[src/rtl/rsa_pkg.sv]
// rsa_pkg: shared op codes and FSM encoding for the RSA exponent sequencer and modmul
package rsa_pkg;
  localparam int RSA_WIDTH = 1024;
  localparam int RSA_CNT_W = 11;
  localparam logic [1:0] OP_INIT = 2'b00;
  localparam logic [1:0] OP_SQR  = 2'b01;
  localparam logic [1:0] OP_MUL  = 2'b10;
  localparam logic [1:0] OP_ONE  = 2'b11;
  typedef enum logic [1:0] {IDLE, ISSUE, WAIT, DONE} state_t;
endpackage

[src/rtl/rsa_exp_sequencer_if.sv]
// rsa_exp_sequencer_if: start/exponent handshake and modmul op channel
interface rsa_exp_sequencer_if #(parameter int WIDTH = 1024, parameter int CNT_W = 11);
  logic             iStart;
  logic [WIDTH-1:0] iE;
  logic [CNT_W-1:0] iNumBit;
  logic             oOpStart;
  logic [1:0]       oOp;
  logic [CNT_W-1:0] oBitIdx;
  logic             iOpDone;
  logic             oBusy;
  logic             oDone;
  logic             oErr;
  modport master (output iStart, iE, iNumBit, iOpDone,
                  input  oOpStart, oOp, oBitIdx, oBusy, oDone, oErr);
  modport slave  (input  iStart, iE, iNumBit, iOpDone,
                  output oOpStart, oOp, oBitIdx, oBusy, oDone, oErr);
endinterface

[src/rtl/rsa_exp_sequencer.sv]
// rsa_exp_sequencer: left-to-right square-and-multiply op sequencer for modular exponentiation
module rsa_exp_sequencer
  import rsa_pkg::*;
#(
  parameter int WIDTH = RSA_WIDTH,
  parameter int CNT_W = RSA_CNT_W
) (
  input logic                 iClk,
  input logic                 iRst,
  rsa_exp_sequencer_if.slave  bus
);
  localparam int IW = $clog2(WIDTH);
  state_t           state, state_n;
  logic [WIDTH-1:0] e_reg, e_n;
  logic [1:0]       op, op_n;
  logic [CNT_W-1:0] idx, idx_n, n_clamp;
  logic             err, err_n, mul_next, fin;
  always_ff @(posedge iClk or posedge iRst)
    if (iRst) state <= IDLE;
    else      state <= state_n;
  always_ff @(posedge iClk or posedge iRst)
    if (iRst) begin
      e_reg <= '0;
      op    <= '0;
      idx   <= '0;
      err   <= 1'b0;
    end else begin
      e_reg <= e_n;
      op    <= op_n;
      idx   <= idx_n;
      err   <= err_n;
    end
  // a set bit after a square adds a multiply at the same index; idx==0 never decrements
  always_comb begin
    n_clamp  = bus.iNumBit > CNT_W'(WIDTH) ? CNT_W'(WIDTH) : bus.iNumBit;
    mul_next = op == OP_SQR && e_reg[idx[IW-1:0]];
    fin      = !mul_next && idx == '0;
    state_n  = state;
    e_n      = e_reg;
    op_n     = op;
    idx_n    = idx;
    err_n    = err;
    case (state)
      IDLE: if (bus.iStart) begin
        state_n = ISSUE;
        e_n     = bus.iE;
        err_n   = bus.iNumBit > CNT_W'(WIDTH);
        op_n    = n_clamp == '0 ? OP_ONE : OP_INIT;
        idx_n   = n_clamp == '0 ? '0 : n_clamp - CNT_W'(1);
      end
      ISSUE: state_n = WAIT;
      WAIT: if (bus.iOpDone) begin
        state_n = fin ? DONE : ISSUE;
        op_n    = fin ? op : (mul_next ? OP_MUL : OP_SQR);
        idx_n   = fin || mul_next ? idx : idx - CNT_W'(1);
      end
      default: state_n = IDLE;
    endcase
  end
  assign bus.oOpStart = state == ISSUE;
  assign bus.oBusy    = state != IDLE;
  assign bus.oDone    = state == DONE;
  assign bus.oOp      = op;
  assign bus.oBitIdx  = idx;
  assign bus.oErr     = err;
endmodule
[src/flat_wrapper.sv]
// flat-port wrapper written by rule: the top's interface ports become plain ports
module rsa_exp_sequencer_flat import rsa_pkg::*;
#(
  parameter int WIDTH = RSA_WIDTH,
  parameter int CNT_W = RSA_CNT_W
)
  (iClk, iRst, bus_iStart, bus_iE, bus_iNumBit, bus_iOpDone, bus_oOpStart, bus_oOp, bus_oBitIdx, bus_oBusy, bus_oDone, bus_oErr);
  rsa_exp_sequencer_if #(.WIDTH(WIDTH), .CNT_W(CNT_W)) bus_i ();
  input logic iClk;
  input logic iRst;
  input wire logic [$bits(bus_i.iStart)-1:0] bus_iStart;
  input wire logic [$bits(bus_i.iE)-1:0] bus_iE;
  input wire logic [$bits(bus_i.iNumBit)-1:0] bus_iNumBit;
  input wire logic [$bits(bus_i.iOpDone)-1:0] bus_iOpDone;
  output wire logic [$bits(bus_i.oOpStart)-1:0] bus_oOpStart;
  output wire logic [$bits(bus_i.oOp)-1:0] bus_oOp;
  output wire logic [$bits(bus_i.oBitIdx)-1:0] bus_oBitIdx;
  output wire logic [$bits(bus_i.oBusy)-1:0] bus_oBusy;
  output wire logic [$bits(bus_i.oDone)-1:0] bus_oDone;
  output wire logic [$bits(bus_i.oErr)-1:0] bus_oErr;
  assign bus_i.iStart = bus_iStart;
  assign bus_i.iE = bus_iE;
  assign bus_i.iNumBit = bus_iNumBit;
  assign bus_i.iOpDone = bus_iOpDone;
  assign bus_oOpStart = bus_i.oOpStart;
  assign bus_oOp = bus_i.oOp;
  assign bus_oBitIdx = bus_i.oBitIdx;
  assign bus_oBusy = bus_i.oBusy;
  assign bus_oDone = bus_i.oDone;
  assign bus_oErr = bus_i.oErr;
  rsa_exp_sequencer #(.WIDTH(WIDTH), .CNT_W(CNT_W)) u_core (.iClk(iClk), .iRst(iRst), .bus(bus_i));
endmodule
[config.mk]
export PLATFORM = sky130hd
export DESIGN_NAME = rsa_exp_sequencer_flat
export DESIGN_NICKNAME = d
export VERILOG_FILES = /design/src/rtl/rsa_pkg.sv /design/src/rtl/rsa_exp_sequencer_if.sv /design/src/rtl/rsa_exp_sequencer.sv /design/src/flat_wrapper.sv
export SDC_FILE = /design/constraint.sdc
export NUM_CORES = 2
export LEC_CHECK = 0
export CORE_ASPECT_RATIO = 0.7
export CORE_MARGIN = 8
export CORE_UTILIZATION = 25
export CTS_CLUSTER_SIZE = 20
export DETAILED_ROUTE_END_ITERATION = 6
export GPL_ROUTABILITY_DRIVEN = 0
export HOLD_SLACK_MARGIN = 0.06
export PLACE_DENSITY_LB_ADDON = 0.08
export SLEW_MARGIN = 20
export SYNTH_ARGS = -nofsm -noshare
export SYNTH_HDL_FRONTEND = slang
export SYNTH_SLANG_ARGS = --single-unit
export TNS_END_PERCENT = 30
[constraint.sdc]
create_clock -name iClk -period 34.1 [get_ports iClk]
set_clock_uncertainty 0.05 [all_clocks]
set_input_delay 6.82 -clock iClk [delete_from_list [all_inputs] [get_ports iClk]]
set_output_delay 6.82 -clock iClk [all_outputs]
set_load 0.05 [all_outputs]
=== Yosys cells after proc, flatten, opt, wreduce, memory -nomap -nowiden ===
Cells that the tools add are included.

* Bits in latches: 0
* Bits in registers: 1040
* Memories: 0
* Word-level logic and storage cells: 48
* Output and inout bits: 17
* Bits in writable memories: 0
* Memory bits (read-only): 0

* Reduce and logical (&&, ||, !) cells: 13
* Multiplexer cells: 18
* Order comparisons: 2
* $add $sub $neg: 2
* Divide/modulo/power cells: 0
* Bitwise logic cells: 0
* Shift operators: 0
* Multiply operators: 0
* Equal/unequal tests: 8

{| class="wikitable"
|+ Operators by type and width
! kind !! count
|-
| $mux W11 || 5
|-
| $logic_not A11 Y1 || 2
|-
| $pmux W11 S2 || 1
|-
| $sub A11 B1 Y11 const B || 2
|-
| $mux W2 || 8
|-
| $gt A11 B11 Y1 const B || 1
|-
| $lt A10 B11 Y1 const B || 1
|-
| $bmux W1 S10 || 1
|-
| $ne A2 B2 Y1 const B || 4
|-
| $reduce_and A4 Y1 || 2
|-
| $pmux W2 S3 || 1
|-
| $eq A2 B1 Y1 const B || 2
|-
| $eq A2 B2 Y1 const B || 2
|-
| $pmux W2 S2 || 1
|-
| $reduce_and A2 Y1 || 2
|-
| $reduce_bool A2 Y1 || 2
|-
| $logic_and A1 B1 Y1 || 2
|-
| $logic_not A2 Y1 || 1
|-
| $logic_not A1 Y1 || 1
|-
| $logic_or A1 B1 Y1 || 1
|-
| $mux W1 || 1
|}

=== Longest topological paths before layout ===
* Depth after elaboration: 9
* Gate-level depth with buffers: 16

=== Least setup slack after synthesis ===
No wires, ideal clock.

* Kind: input to register
* Start point: input bus_iNumBit[2]
* End point: register u_core.idx[6] (netlist: u_core.bus.oBitIdx[6])
* Buffers on the path: 0
* Setup time: 0.104 ns
* Stages on the path: 9
* Slack: 25.201 ns
* Required time: 33.946 ns
* Data arrival time: 8.745 ns
* Path through: or4_1 -> nor4_1 -> nand2_1 -> o21ai_0 -> mux2_2 -> nand2_1 -> a21oi_1 -> a21oi_1 -> o311ai_1

* Word-level cells in the longest chain between the ends: 6
* Elaborated cells between the ends (all ways): 7

{| class="wikitable"
|+ RTL lines
! item !! RTL line !! RTL
|-
| start, declared || flat_wrapper.sv:13 || <nowiki>input wire logic [$bits(bus_i.iNumBit)-1:0] bus_iNumBit;</nowiki>
|-
| $gt A11 B11 Y1 || rsa_exp_sequencer.sv:35 || <nowiki>n_clamp = bus.iNumBit > CNT_W'(WIDTH) ? CNT_W'(WIDTH) : bus.iNumBit;</nowiki>
|-
| $mux W11 (*) || rsa_exp_sequencer.sv:35 ||
|-
| $sub A11 B1 Y11 / $logic_not A11 Y1 (equally long branches) || rsa_exp_sequencer.sv:49 || <nowiki>idx_n = n_clamp == '0 ? '0 : n_clamp - CNT_W'(1);</nowiki>
|-
| $mux W11 (*) || rsa_exp_sequencer.sv:49 ||
|-
| $mux W11 (*) || rsa_exp_sequencer.sv:44 || <nowiki>IDLE: if (bus.iStart) begin</nowiki>
|-
| $pmux W11 S2 (*) || rsa_exp_sequencer.sv:43 || <nowiki>case (state)</nowiki>
|-
| end signal, assigned || rsa_exp_sequencer.sv:30 || <nowiki>idx <= idx_n;</nowiki>
|-
| end, declared || rsa_exp_sequencer.sv:16 || <nowiki>logic [CNT_W-1:0] idx, idx_n, n_clamp;</nowiki>
|}

Every way passes the cells marked *; elsewhere a longest branch is shown, timed or not. The select of a mux whose other input is x is not followed.
A chain may end at the register's enable or synchronous reset.

=== Worst setup path in the final report ===
* Start point: input bus_iStart
* End point: register u_core.e_reg[641]

* Word-level cells in the longest chain between the ends: 1

{| class="wikitable"
|+ RTL lines
! item !! RTL line !! RTL
|-
| start, declared || flat_wrapper.sv:11 || <nowiki>input wire logic [$bits(bus_i.iStart)-1:0] bus_iStart;</nowiki>
|-
| $reduce_and A2 Y1 (no source line) || - ||
|-
| end signal, assigned || rsa_exp_sequencer.sv:28 || <nowiki>e_reg <= e_n;</nowiki>
|-
| end, declared || rsa_exp_sequencer.sv:14 || <nowiki>logic [WIDTH-1:0] e_reg, e_n;</nowiki>
|}

No other way between the ends.

==> results.toml <==
[run_status]
status = "finished, final reports clean"

[cts]
clockBufferDepth = 3
clock-root-buffer = "clkbuf_16"
clk_pin_slew_ps = 60
cts_setup_buffers = 0
worstSkewPairLatency_ps = 760
hold_buffers = 0
cts_htree_levels = 3
cts_sinks = 1040
numCtsBuffers = 117
ctsResizeCount = 0
cts_tree = "yes"

[route]
totalWireLength_mm = 225
via_count = 40200
drcViolationCount = 0
drt-vias-per-instance = 4.58
wl_per_cell_um = 25.6
drtIter0Drc = 3015
drtAntennaViolNets = 0
dr.pass1.iters = 6

[placement]
dp_hpwl_mm = 165
port_buffers = 1055

[sta]
tightest_slew_ps = 1210
layout_min_cycle_time_ps = 10790
maxSlewHeadroom_pct = 19.3
fmaxAchievable_ghz = 0.0927
holdWs_ps = 418
hold_viol_final = 0
setup-violations-final = 0
slew_viol_final = 0
rsz0062_at_grt = "no"
post-route-period-util_pct = 31.6
finalSetupTns_ps = 0

[global_route]
use_met2_pct = 34.9
grt_use_total_pct = 21.1
met1_usage_pct = 27.4
grtUsageMet3_pct = 5.11
grt_overflow = 0
first_global_vias = 42300
grt_pass1_wl_mm = 318
busiest_layer = "met2"
grt_max_degree = 166
antenna_found_initial = 106

[floorplanning]
die_x_um = 539
core_um2 = 190000
num_rows = 134
initial_utilization_pct = 25.1
die_h_um = 382
fp.dieArea_um2 = 206000
io_pins = 1056

[hold_path]
min_to = "u_core.e_reg[88]$_DFFE_PP0P_"
hold_class = "reg2reg"
min_from = "u_core.e_reg[88]$_DFFE_PP0P_"
hold_depth = 2

[critical_path]
worstPathMaxFanout = 81
critical_path.startpoint_type = "input port"
critical_path_class = "in2reg"
r2r_slack_ps = 27370
r2r_cells = 12
timing.rr.start = "u_core.bus.oBitIdx[0]$_DFFE_PP0P_"
critPathArrivalTime_ps = 11400
required_ps = 34710
startpoint = "bus_iStart"
endpoint_kind = "register"
regToRegEndpoint = "u_core.bus.oBitIdx[0]$_DFFE_PP0P_"

[finish]
area_growth_pct = 36.2
final_cell_mix = "nand2_1 (3131), clkdlybuf4s50_1 (1055), dfrtp_1 (1034)"
largest_reg_flops = 1024
fillers = 19700
seqCellArea_um2 = 26000
layout_commonest_cell = "nand2_1"
drive_above_1_share_pct = 8.96
multiInputGateArea_um2 = 20300
fin_nets = 7147

[yosys]
synth_top_area_share_pct = 54.5
syn_area_um2 = 47800
synth_warnings = 0
ys_seq_area_share_pct = 54.5
synth-edff-count = 0
avgSynthCellArea_um2 = 9.22
synth_area_leaders = "dfrtp_1 (54%), nand2_1 (25%), mux4_2 (11%)"
synth_top_flop_cell = "dfrtp_1"
async_reset_ff_share_pct = 100
syn_nets = 6224
synth_seq_cells = 1040
synth_cell_types = 76
yosys.area.top_type = "dfrtp_1"
synthCells = 5182

[pwr]
powerDensity_nw_per_um2 = 94.8
vdd.ir_drop.worst_v = 0.0000541
p_leak_nw = 31.1

[flow_run]
cap_violations = 0
cells in the mapped netlist (4+ instances only):
cell,number
o211ai_1,10
a21oi_1,32
nand4_1,7
nor2b_1,12
a211oi_1,6
mux2i_1,70
o22ai_1,18
o311ai_0,4
buf_1,22
a221oi_1,5
buf_6,17
nor2_1,36
xnor2_1,4
nor4_1,6
a32oi_1,5
nor3_1,16
a31oi_1,5
o21ai_1,5
inv_1,9
o21ai_0,13
nand3b_1,4
nand2b_1,6
buf_4,10
clkbuf_1,257
mux2_2,12
o311ai_1,4
a22oi_1,51
nand2_1,3132
and2_1,9
mux4_2,237
buf_2,19
nand3_1,28
dfrtp_1,1040
critical path, cell delays in order:
cell and delay (ps):
clkdlybuf4s50_1 530, and2_4 630, buf_4 660, buf_4 790
buf_4 740, buf_4 810, nand2_1 140, nand2_1 100
worst max-delay path by stage:
| stage | endpoint | slack (ps) | cells past startpoint |
|---|---|---|---|
| 2_1_floorplan | u_core.bus.oBitIdx[0]$_DFFE_PP0P_ | 12890 | 1 |
| 3_3_place_gp | u_core.e_reg[618]$_DFFE_PP0P_ | 22570 | 8 |
| 3_5_place_dp | u_core.e_reg[641]$_DFFE_PP0P_ | 22550 | 8 |
| 4_1_cts | u_core.e_reg[641]$_DFFE_PP0P_ | 23350 | 8 |
| 5_1_grt | u_core.e_reg[831]$_DFFE_PP0P_ | 22960 | 8 |
| 6_report | u_core.e_reg[641]$_DFFE_PP0P_ | 23310 | 8 |
cell type report:
cell class,instances,area share (%)
clock inverter,41,0.948
timing repair buffer,1132,17.2
inverter,12,0.0750
antenna,56,0.215
clock buffer,180,5.44
multi-input combinational,3802,31.2
tap,2516,4.84
sequential,1040,40.0
per-layer routing:
metal  routed length (um)  part of all wire [%]  vias to the layer above
li1                     -                     -                    18700
met1                96900                    43                    20100
met2               108000                    48                     1063
met3                13600                   6.0                      318
met4                 6520                   2.9                       34
met5                  190                 0.085                        -
kinds of logic (layout without fill, tap and decap cells):
kind of cell	after synthesis	in the layout	share of synthesized area (%)
buffers and inverters	340	1365	3.16
XOR/XNOR	5	5	0.0916
flip-flops	1040	1040	54.5
AND/OR/NAND/NOR	3276	3276	26.3
AO/OA/AOI/OAI	196	196	2.96
other	0	56	0
multiplexers	322	322	13.0
adder cells (fa/ha/maj)	3	3	0.0786
stage by stage:
| step | area, um2 | worst slack, ps | cells | power (mW) | util [%] |
|---|---|---|---|---|---|
| floorplan | 47800 | 12890 | 5182 | 3.79 | - |
| global placement | 60800 | 22570 | 8502 | 4.83 | 31.9 |
| finish | 65100 | 23310 | 8779 | 6.17 | 34.2 |
| global route | 65000 | 22960 | 8752 | 6.59 | 34.2 |
| detailed placement | 60800 | 22550 | 8502 | 4.86 | 31.9 |
| CTS | 64900 | 23350 | 8723 | 6.27 | 34.1 |
where the power goes:
part,switching [mW],total (mW),leakage (nW),internal [mW]
registers,0.365,2.19,12.9,1.83
logic,1.56,2.60,16.2,1.03
clock network,0.567,1.38,2.05,0.813
total,2.50,6.17,31.1,3.67
Power figures use the tool's default switching activity.
